## config.mk

```make
export PLATFORM = sky130hd
export DESIGN_NAME = choose_ctrl
export DESIGN_NICKNAME = d
export VERILOG_FILES = /design/src/rtl/choose_ctrl.sv
export SDC_FILE = /design/constraint.sdc
export NUM_CORES = 1
export LEC_CHECK = 0
export ABC_AREA = 1
export CORE_AREA = 2 2 122 183
export DETAILED_ROUTE_END_ITERATION = 10
export DIE_AREA = 0 0 124 185
export GPL_ROUTABILITY_DRIVEN = 0
export HOLD_SLACK_MARGIN = 0.15
export PLACE_DENSITY_LB_ADDON = 0.3
export SYNTH_ARGS = -nofsm -noshare
export SYNTH_HDL_FRONTEND = slang
export SYNTH_SLANG_ARGS = --single-unit
```

## constraint.sdc

```tcl
create_clock -name clk -period 1.8 [get_ports clk]
set_input_delay 0.36 -clock clk [delete_from_list [all_inputs] [get_ports clk]]
set_output_delay 0.36 -clock clk [all_outputs]
set_load 0.005 [all_outputs]
```

## src/rtl/choose_ctrl.sv

```systemverilog
// Cursor/selection controller for the choose scene: button edges move a cursor on a
// 2x4 grid, a two-step confirm blinks the frame, and the pick is handed off via valid/ack.
module choose_ctrl #(
  parameter int BLINK_CYCLES    = 25_000_000,
  parameter int CONFIRM_TIMEOUT = 500_000_000,
  parameter int CNT_WIDTH       = 32
) (
  input  logic       clk,
  input  logic       rst_n,
  input  logic       scene_active,
  input  logic       btn_up,
  input  logic       btn_down,
  input  logic       btn_left,
  input  logic       btn_right,
  input  logic       btn_confirm,
  input  logic       btn_cancel,
  input  logic       chosen_ack,
  output logic [7:0] pokemon_id,
  output logic       frame_visible,
  output logic [7:0] chosen_id,
  output logic       chosen_valid
);

  typedef enum logic [2:0] {S_IDLE, S_BROWSE, S_CONFIRM, S_DONE, S_LOCKED} state_t;

  localparam logic [CNT_WIDTH-1:0] BLINK_LAST = CNT_WIDTH'(BLINK_CYCLES - 1);
  localparam logic [CNT_WIDTH-1:0] TMO_LAST   = CNT_WIDTH'(CONFIRM_TIMEOUT - 1);
  localparam logic [CNT_WIDTH-1:0] CNT_ONE    = CNT_WIDTH'(1);

  // bit order is the event priority: confirm, cancel, up, down, left, right
  localparam int EV_CONFIRM = 0, EV_CANCEL = 1, EV_UP = 2, EV_DOWN = 3, EV_LEFT = 4, EV_RIGHT = 5;

  state_t               state_q, state_d;
  logic [7:0]           id_q, id_d;
  logic                 fv_q, fv_d;
  logic [7:0]           cid_q, cid_d;
  logic                 cv_q, cv_d;
  logic [CNT_WIDTH-1:0] blink_q, blink_d;
  logic [CNT_WIDTH-1:0] tmo_q, tmo_d;
  logic [5:0]           hist_q, hist_d;
  logic [5:0]           lvl, ev;

  assign lvl = {btn_right, btn_left, btn_down, btn_up, btn_cancel, btn_confirm};
  assign ev  = lvl & ~hist_q;

  // cursor kept as a 0-based 3-bit index: bit 2 is the row, bits 1:0 the column
  function automatic logic [7:0] grid_move(input logic [7:0] id, input int dir);
    logic [2:0] idx;
    idx = 3'(id - 8'd1);
    case (dir)
      EV_UP, EV_DOWN: idx[2]   = ~idx[2];
      EV_LEFT:        idx[1:0] = idx[1:0] - 2'd1;
      EV_RIGHT:       idx[1:0] = idx[1:0] + 2'd1;
      default: ;
    endcase
    return {5'd0, idx} + 8'd1;
  endfunction

  always_comb begin
    state_d = state_q;
    id_d    = id_q;
    fv_d    = fv_q;
    cid_d   = cid_q;
    cv_d    = cv_q;
    blink_d = blink_q;
    tmo_d   = tmo_q;
    hist_d  = lvl;

    if (!scene_active && (state_q == S_BROWSE || state_q == S_CONFIRM || state_q == S_DONE)) begin
      state_d = S_IDLE;
      cv_d    = 1'b0;
      fv_d    = 1'b1;
      blink_d = '0;
      tmo_d   = '0;
    end else begin
      case (state_q)
        S_IDLE: if (scene_active) begin
          state_d = S_BROWSE;
          cid_d   = 8'd0;
        end
        S_BROWSE: begin
          if (ev[EV_CONFIRM]) begin
            state_d = S_CONFIRM;
            blink_d = '0;
            tmo_d   = '0;
            fv_d    = 1'b1;
          end else if (ev[EV_CANCEL]) begin
            id_d = id_q;
          end else if (ev[EV_UP])    id_d = grid_move(id_q, EV_UP);
          else if (ev[EV_DOWN])      id_d = grid_move(id_q, EV_DOWN);
          else if (ev[EV_LEFT])      id_d = grid_move(id_q, EV_LEFT);
          else if (ev[EV_RIGHT])     id_d = grid_move(id_q, EV_RIGHT);
        end
        S_CONFIRM: begin
          blink_d = '0;
          tmo_d   = '0;
          fv_d    = 1'b1;
          if (ev[EV_CONFIRM]) begin
            state_d = S_DONE;
            cid_d   = id_q;
            cv_d    = 1'b1;
          end else if (ev[EV_CANCEL] || tmo_q == TMO_LAST) begin
            state_d = S_BROWSE;
          end else begin
            tmo_d = tmo_q + CNT_ONE;
            if (blink_q == BLINK_LAST) fv_d = ~fv_q;
            else begin
              fv_d    = fv_q;
              blink_d = blink_q + CNT_ONE;
            end
          end
        end
        S_DONE: if (chosen_ack) begin
          cv_d    = 1'b0;
          state_d = S_LOCKED;
        end
        S_LOCKED: if (!scene_active) state_d = S_IDLE;
        default: state_d = S_IDLE;
      endcase
    end
  end

  always_ff @(posedge clk or negedge rst_n) begin
    if (!rst_n) begin
      state_q <= S_IDLE;
      id_q    <= 8'd1;
      fv_q    <= 1'b1;
      cid_q   <= 8'd0;
      cv_q    <= 1'b0;
      blink_q <= '0;
      tmo_q   <= '0;
      hist_q  <= '0;
    end else begin
      state_q <= state_d;
      id_q    <= id_d;
      fv_q    <= fv_d;
      cid_q   <= cid_d;
      cv_q    <= cv_d;
      blink_q <= blink_d;
      tmo_q   <= tmo_d;
      hist_q  <= hist_d;
    end
  end

  assign pokemon_id    = id_q;
  assign frame_visible = fv_q;
  assign chosen_id     = cid_q;
  assign chosen_valid  = cv_q;

endmodule
```

==> results by group, run 1 <==
Pwr
  • Leakage: 0.00309 uW
  • Power Dens Cells: 1090 nW/um^2
  • Worst IR Drop VDD: 0.718 mV

Clock tree
  • Num CTS Buffers: 9
  • Clock-pin slew on the worst setup and hold paths: 0.07 ns
  • Htree depth: 3
  • Worst skew pair latency: 0.36 ns
  • Root Buffer: clkbuf_16
  • CTS Sinks: 83
  • CTS tree: built
  • Worst-case clock buffer depth: 2

Run
  • Max_cap viols: 0

Die
  • FP Rows: 66
  • Num ports: 28
  • DIE AREA: 22,900 sq um
  • Die Wd: 124 um
  • Core area: 21,500 sq um
  • Initial Util: 24.5%
  • DIE HEIGHT: 185 um

STA
  • Setup TNS Final: 0 ns
  • Skew final: 0.0105 ns
  • Min Hold Slack: 0.443 ns
  • Final setup violation count: 0
  • Post-layout min period: 1.77 ns
  • Max-slew violation count: 0
  • Max Freq: 565 MHz
  • RSZ-0062 raised after global routing: yes
  • Hold Fails Final Rpt: 0
  • Fin crit share: 98.3%

Place
  • Port-buffer cells: 19
  • HPWL after DPL: 11.0 mm
  • Dpl cells: 1,088

Global route
  • Largest net degree at the start of global routing: 31
  • GR Overflow Total: 0
  • Antenna violations before repair: 0
  • Vias in the first global route: 4,869
  • Total GRT Usage: 13.4%
  • Global-route wire length before repair: 23.5 mm

Critical path
  • CP startpoint: blink_q[1]$_DFFE_PN0P_
  • RR Endpoint: blink_q[23]$_DFFE_PN0P_
  • R2R setup slack: 0.03 ns
  • Worst EP required: 2.05 ns
  • CP Max Fanout: 7
  • Critical Path End Type: flop
  • Worst EP arrival: 2.02 ns
  • R2R depth: 12
  • Reg2Reg Launch Point: blink_q[1]$_DFFE_PN0P_
  • Crit path capture: blink_q[23]$_DFFE_PN0P_
  • Crit path launch type: flop
  • CP Class: flop to flop

Synthesis
  • YS warnings: 0
  • FFs w/ async S/R, synth: 100%
  • Synth Area per Inst: 7.34 sq um
  • Number of synthesized flops with an enable pin: 0
  • Register bit total from synthesis: 83
  • Cells after synthesis: 717
  • Post-Syn Area: 5260 sq um
  • Synth cell types: 46
  • Sequential fraction of the synthesis area: 39.5%
  • Post-synth top flop: dfrtp_1

Outcome
  • Outcome: finished, final reports clean

Layout
  • Layout cell share with drive strength beyond 1: 25.3%
  • Commonest non-fill, non-tap cells in the layout: nand2_1, nor2_1, buf_4
  • Post-Layout Cell Count: 1,117
  • Commonest non-fill, non-tap cell in the layout: nand2_1
  • Ant diodes: 0
  • Area grow syn2layout: 33.0%
  • Number of nets in the layout: 855

Drt
  • WL per Instance: 12.8 um
  • Vias per inst: 4.37
  • Via Count: 4,883
  • Drc violations: 0
  • 1st-pass router iterations: 4
  • Routed WL: 14.3 mm
  • Starting DRT DRC Count: 127
  • DRT antenna net count: 0

Min path
  • Worst hold path depth: 4
  • Tightest Hold Check Type: input pin to flop
==> metrics by stage <==
stage	cell area, sq um	total power [uW]	worst slack, ns	util [%]
floorplan	5310	4300	-0.000251	-
global placement	6380	5350	-0.444	29.7
detailed placement	6380	5380	-0.436	29.7
CTS	6700	7310	-0.00606	31.2
global route	7000	8110	-0.102	32.6
finish	7000	7620	0.0300	32.6
==> routing by layer <==
metal | vias to the layer above | share of wire, % | GRT usage (%)
met2 | 76 | 54 | 25.2
met4 | 0 | 4.0 | 6.97
met3 | 33 | 2.4 | 2.40
li1 | 2514 | - | -
met1 | 2260 | 39 | 13.7
met5 | - | 0 | 0
==> repair_timing <==
item / CTS / global route
buffers inserted: 0 / 12
pin swaps: 6 / 28
endpoints found under the setup margin: 62 / 63
hold endpoints to repair: 27 / 0
gates resized for setup: 13 / 59
hold buffers: 1 / 0
gates cloned: 0 / 1
==> registers in the layout, indices dropped and copies added, names as in the netlist <==
| register | flops |
|---|---|
| chosen_valid | 1 |
| pokemon_id | 4 |
| blink_q | 32 |
| hist_q | 6 |
| chosen_id | 4 |
| state_q | 3 |
| frame_visible | 1 |
| tmo_q | 32 |
==> critical path, stage by stage, from the launching register on <==
cell,delay [ns]
dfrtp_1,0.39
ha_4,0.17
nand2_4,0.06
nor2_4,0.13
buf_6,0.11
nand4_1,0.10
nor2_1,0.10
nand2_1,0.10
nand3_4,0.13
nand2_8,0.11
clkbuf_16,0.18
nand2_2,0.05
nor2_1,0.03
==> logic make-up after synthesis <==
family                   count (synthesis)  synth area share (%)
flip-flops                              83                  39.5
AO/OA/AOI/OAI                           46                  5.23
other                                    1                0.0713
adder cells (fa/ha/maj)                  4                 0.951
buffers and inverters                  116                  10.4
XOR/XNOR                                27                  4.49
AND/OR/NAND/NOR                        440                  39.3
==> worst min-delay path by stage <==
stage                       startpoint                      to  slack [ns]
after global placement           rst_n  blink_q[4]$_DFFE_PN0P_        0.36
final                     scene_active  state_q[2]$_DFFE_PN0P_        0.44
after detailed placement         rst_n   tmo_q[21]$_DFFE_PN0P_        0.37
after global routing       btn_confirm     hist_q[0]$_DFF_PN0_        0.48
after CTS                    btn_right     hist_q[5]$_DFF_PN0_        0.46
after floorplan                  rst_n  blink_q[0]$_DFFE_PN0P_        0.06
==> where the power goes <==
group / switching [uW] / internal, uW
registers: 145 / 2020
logic: 2050 / 1580
clock network: 812 / 1010
total: 3000 / 4610
==> cell usage after synthesis, types with 2 or more instances <==
cell,number,share of area (%)
inv_6,3,0.50
ha_1,4,0.95
dfstp_2,2,1.0
buf_4,8,1.1
inv_2,3,0.21
xnor2_1,8,1.3
nand4_1,26,3.1
buf_6,5,1.1
nand3_4,4,1.3
nor3_1,23,2.2
o21ai_1,2,0.19
nor2_2,10,1.2
xor2_1,19,3.2
nand3_2,2,0.38
o211ai_1,2,0.29
inv_1,92,6.6
nor4_1,4,0.48
o22ai_1,4,0.48
nand3b_1,2,0.29
dfrtp_1,81,39
nand2_1,175,12
o31ai_1,3,0.43
nor2_4,7,1.5
a21oi_1,12,1.1
nand2_4,4,0.86
nor3_2,5,0.95
nand3_1,40,3.8
nor2_1,133,9.5
o21ai_0,17,1.6
==> area by class of cell <==
class | instances | area, sq um
fillers | 2341 | 14500
multi-input cells | 525 | 2850
flip-flops and latches | 83 | 2080
repair buffers | 123 | 1040
inverters | 99 | 404
well taps | 272 | 340
clock buffers | 12 | 256
clock inverters | 3 | 23.8
Power figures use the tool's default switching activity.
==> run 2: changes to the inputs <==
--- a/config.mk
+++ b/config.mk
@@ -6,6 +6,7 @@
 export NUM_CORES = 1
 export LEC_CHECK = 0
 export ABC_AREA = 1
+export ABC_CLOCK_PERIOD_IN_PS = 1800
 export CORE_AREA = 2 2 122 183
 export DETAILED_ROUTE_END_ITERATION = 10
 export DIE_AREA = 0 0 124 185
==> results of run 2 <==
Same layout as run 1: the final DEF is identical, and so are final timing and power.
==> run 3: changes to the inputs <==
--- a/config.mk
+++ b/config.mk
@@ -11,6 +11,7 @@
 export DETAILED_ROUTE_END_ITERATION = 10
 export DIE_AREA = 0 0 124 185
 export GPL_ROUTABILITY_DRIVEN = 0
+export GPL_TIMING_DRIVEN = 0
 export HOLD_SLACK_MARGIN = 0.15
 export PLACE_DENSITY_LB_ADDON = 0.3
 export SYNTH_ARGS = -nofsm -noshare
==> run 3 against run 2 <==
The run now ends with negative setup slack left. Combinational power increased by 5%. Via count shrank 4.6%. Sequential share of layout area is 0.90 points higher. First-iteration DRC count is 43% higher. Non-clock buffer count is 48 lower. Final cell count down 4.2%. Critical path depth shrank 5. Total power is 5.2% higher. Wire length is 2.9% lower. Clock power rose by 12%. Clock skew grew 0.00063 ns. Critical path type unchanged. Highest routed layer unchanged.
==> results by group, run 3 (synthesized netlist as in run 1, its figures left out) <==
Clock tree
  • Htree depth: 3
  • CTS tree: built
  • CTS Sinks: 83
  • Num CTS Buffers: 9
  • Worst-case clock buffer depth: 2
  • Root Buffer: clkbuf_16
  • Worst skew pair latency: 0.36 ns
  • Clock-pin slew on the worst setup and hold paths: 0.07 ns

Critical path
  • CP startpoint: pokemon_id[0]$_DFFE_PN1P_
  • Worst EP required: 2.10 ns
  • R2R setup slack: -0.01 ns
  • Worst EP arrival: 2.11 ns
  • Critical Path End Type: flop
  • CP Max Fanout: 3
  • Reg2Reg Launch Point: pokemon_id[0]$_DFFE_PN1P_
  • CP Class: flop to flop
  • Crit path launch type: flop

STA
  • Hold Fails Final Rpt: 0
  • Skew final: 0.0111 ns
  • Setup TNS Final: -0.0134 ns
  • Relative slew slack: 61.8%
  • Final setup violation count: 1
  • Worst Setup Slack, final: -0.0134 ns
  • Tightest Pin Transition: 0.572 ns
  • Max-slew violation count: 0
  • RSZ-0062 raised after global routing: yes
  • Post-layout min period: 1.81 ns
  • Fin crit share: 101%
  • Max Freq: 551 MHz

Global route
  • Vias in the first global route: 4,624
  • Largest net degree at the start of global routing: 49
  • Global-route wire length before repair: 22.3 mm
  • GR Overflow Total: 0
  • Total GRT Usage: 12.6%
  • Antenna violations before repair: 0

Drt
  • Starting DRT DRC Count: 181
  • DRT antenna net count: 0
  • Via Count: 4,659
  • WL per Instance: 13.0 um
  • Vias per inst: 4.35
  • Drc violations: 0
  • Routed WL: 13.9 mm
  • 1st-pass router iterations: 4

Die
  • FP Rows: 66
  • Die Wd: 124 um
  • Initial Util: 24.5%
  • DIE AREA: 22,900 sq um
  • Core area: 21,500 sq um
  • Num ports: 28
  • DIE HEIGHT: 185 um

Place
  • Port-buffer cells: 19
  • HPWL after DPL: 10.3 mm
  • Dpl cells: 1,016

Pwr
  • Worst IR Drop VDD: 0.681 mV
  • Power Dens Cells: 1180 nW/um^2
  • Total power: 8020 uW
  • Leakage: 0.00294 uW

Layout
  • Area grow syn2layout: 29.3%
  • Layout cell share with drive strength beyond 1: 21.4%
  • Largest regs: blink_q x32, tmo_q x32, hist_q x6
  • Ant diodes: 0
  • Number of nets in the layout: 807
  • Fill count: 2,366
  • Post-Layout Cell Count: 1,070
  • Commonest non-fill, non-tap cells in the layout: nand2_1, nor2_1, inv_1
  • Commonest non-fill, non-tap cell in the layout: nand2_1
  • Final Util: 31.7%

Outcome
  • Failing checks: negative setup slack
  • Outcome: complete, but fails checks

Min path
  • Worst hold start: btn_up
  • Tightest Hold Check Type: input pin to flop

Run
  • Max_cap viols: 0
## run 3: final timing paths
check,endpoint,cells past startpoint
setup / recovery,pokemon_id[3]$_DFFE_PN0P_,7
hold / removal,hist_q[2]$_DFF_PN0_,1
setup reg to reg,pokemon_id[3]$_DFFE_PN0P_,7
hold reg to reg,chosen_id[0]$_DFFE_PN0P_,2
max in group asynchronous,frame_visible$_DFFE_PN1P_,3
min in group asynchronous,tmo_q[26]$_DFFE_PN0P_,2
## run 3: final cells by class
class / instances / area [sq um] / share of cell area [%]
sequential: 83 / 2090 / 30.7
tap: 272 / 340 / 5.00
clock buffer: 11 / 233 / 3.42
inverter: 99 / 404 / 5.94
clock inverter: 5 / 87.6 / 1.29
multi-input combinational: 525 / 2940 / 43.2
buffer: 16 / 168 / 2.46
timing repair buffer: 59 / 547 / 8.04
## run 3: through the flow
step | worst slack, ns | instance area, sq um | hold WS [ns]
finish | -0.0134 | 6800 | 0.463
global route | -0.0861 | 6800 | 0.470
CTS | -0.0818 | 6370 | 0.458
detailed placement | -0.549 | 5870 | 0.365
global placement | -3.00 | 5840 | 0.473
floorplan | -0.000251 | 5310 | 0.0644
## run 3: power by group
part	switching, uW	internal, uW	leakage, uW
combinational	2170	1630	0.00166
sequential	159	2020	0.00112
clock	805	1230	0.000152
total	3130	4880	0.00294
## run 3: layer usage
| layer | track usage, % | share of wire [%] | vias to the layer above |
|---|---|---|---|
| li1 | - | - | 2416 |
| met1 | 12.8 | 39 | 2159 |
| met2 | 24.5 | 56 | 63 |
| met3 | 2.00 | 2.1 | 21 |
| met4 | 5.93 | 2.8 | 0 |
| met5 | 0 | 0 | - |
## run 3: critical path, stage by stage, from the launching register on
cell and delay (ns):
dfstp_2 0.55, inv_4 0.04, ha_4 0.24, xor2_2 0.14, ha_1 0.30, o41ai_2 0.33
nand2_1 0.08, nand2_1 0.06
## run 3: what timing repair did
action / 4_1_cts / 5_1_grt
pin swaps: 10 / 27
hold endpoints to repair: 34 / 0
cloned: 0 / 2
gates resized for setup: 29 / 57
setup endpoints to repair: 68 / 64
buffers inserted: 12 / 24
hold buffers: 1 / 0
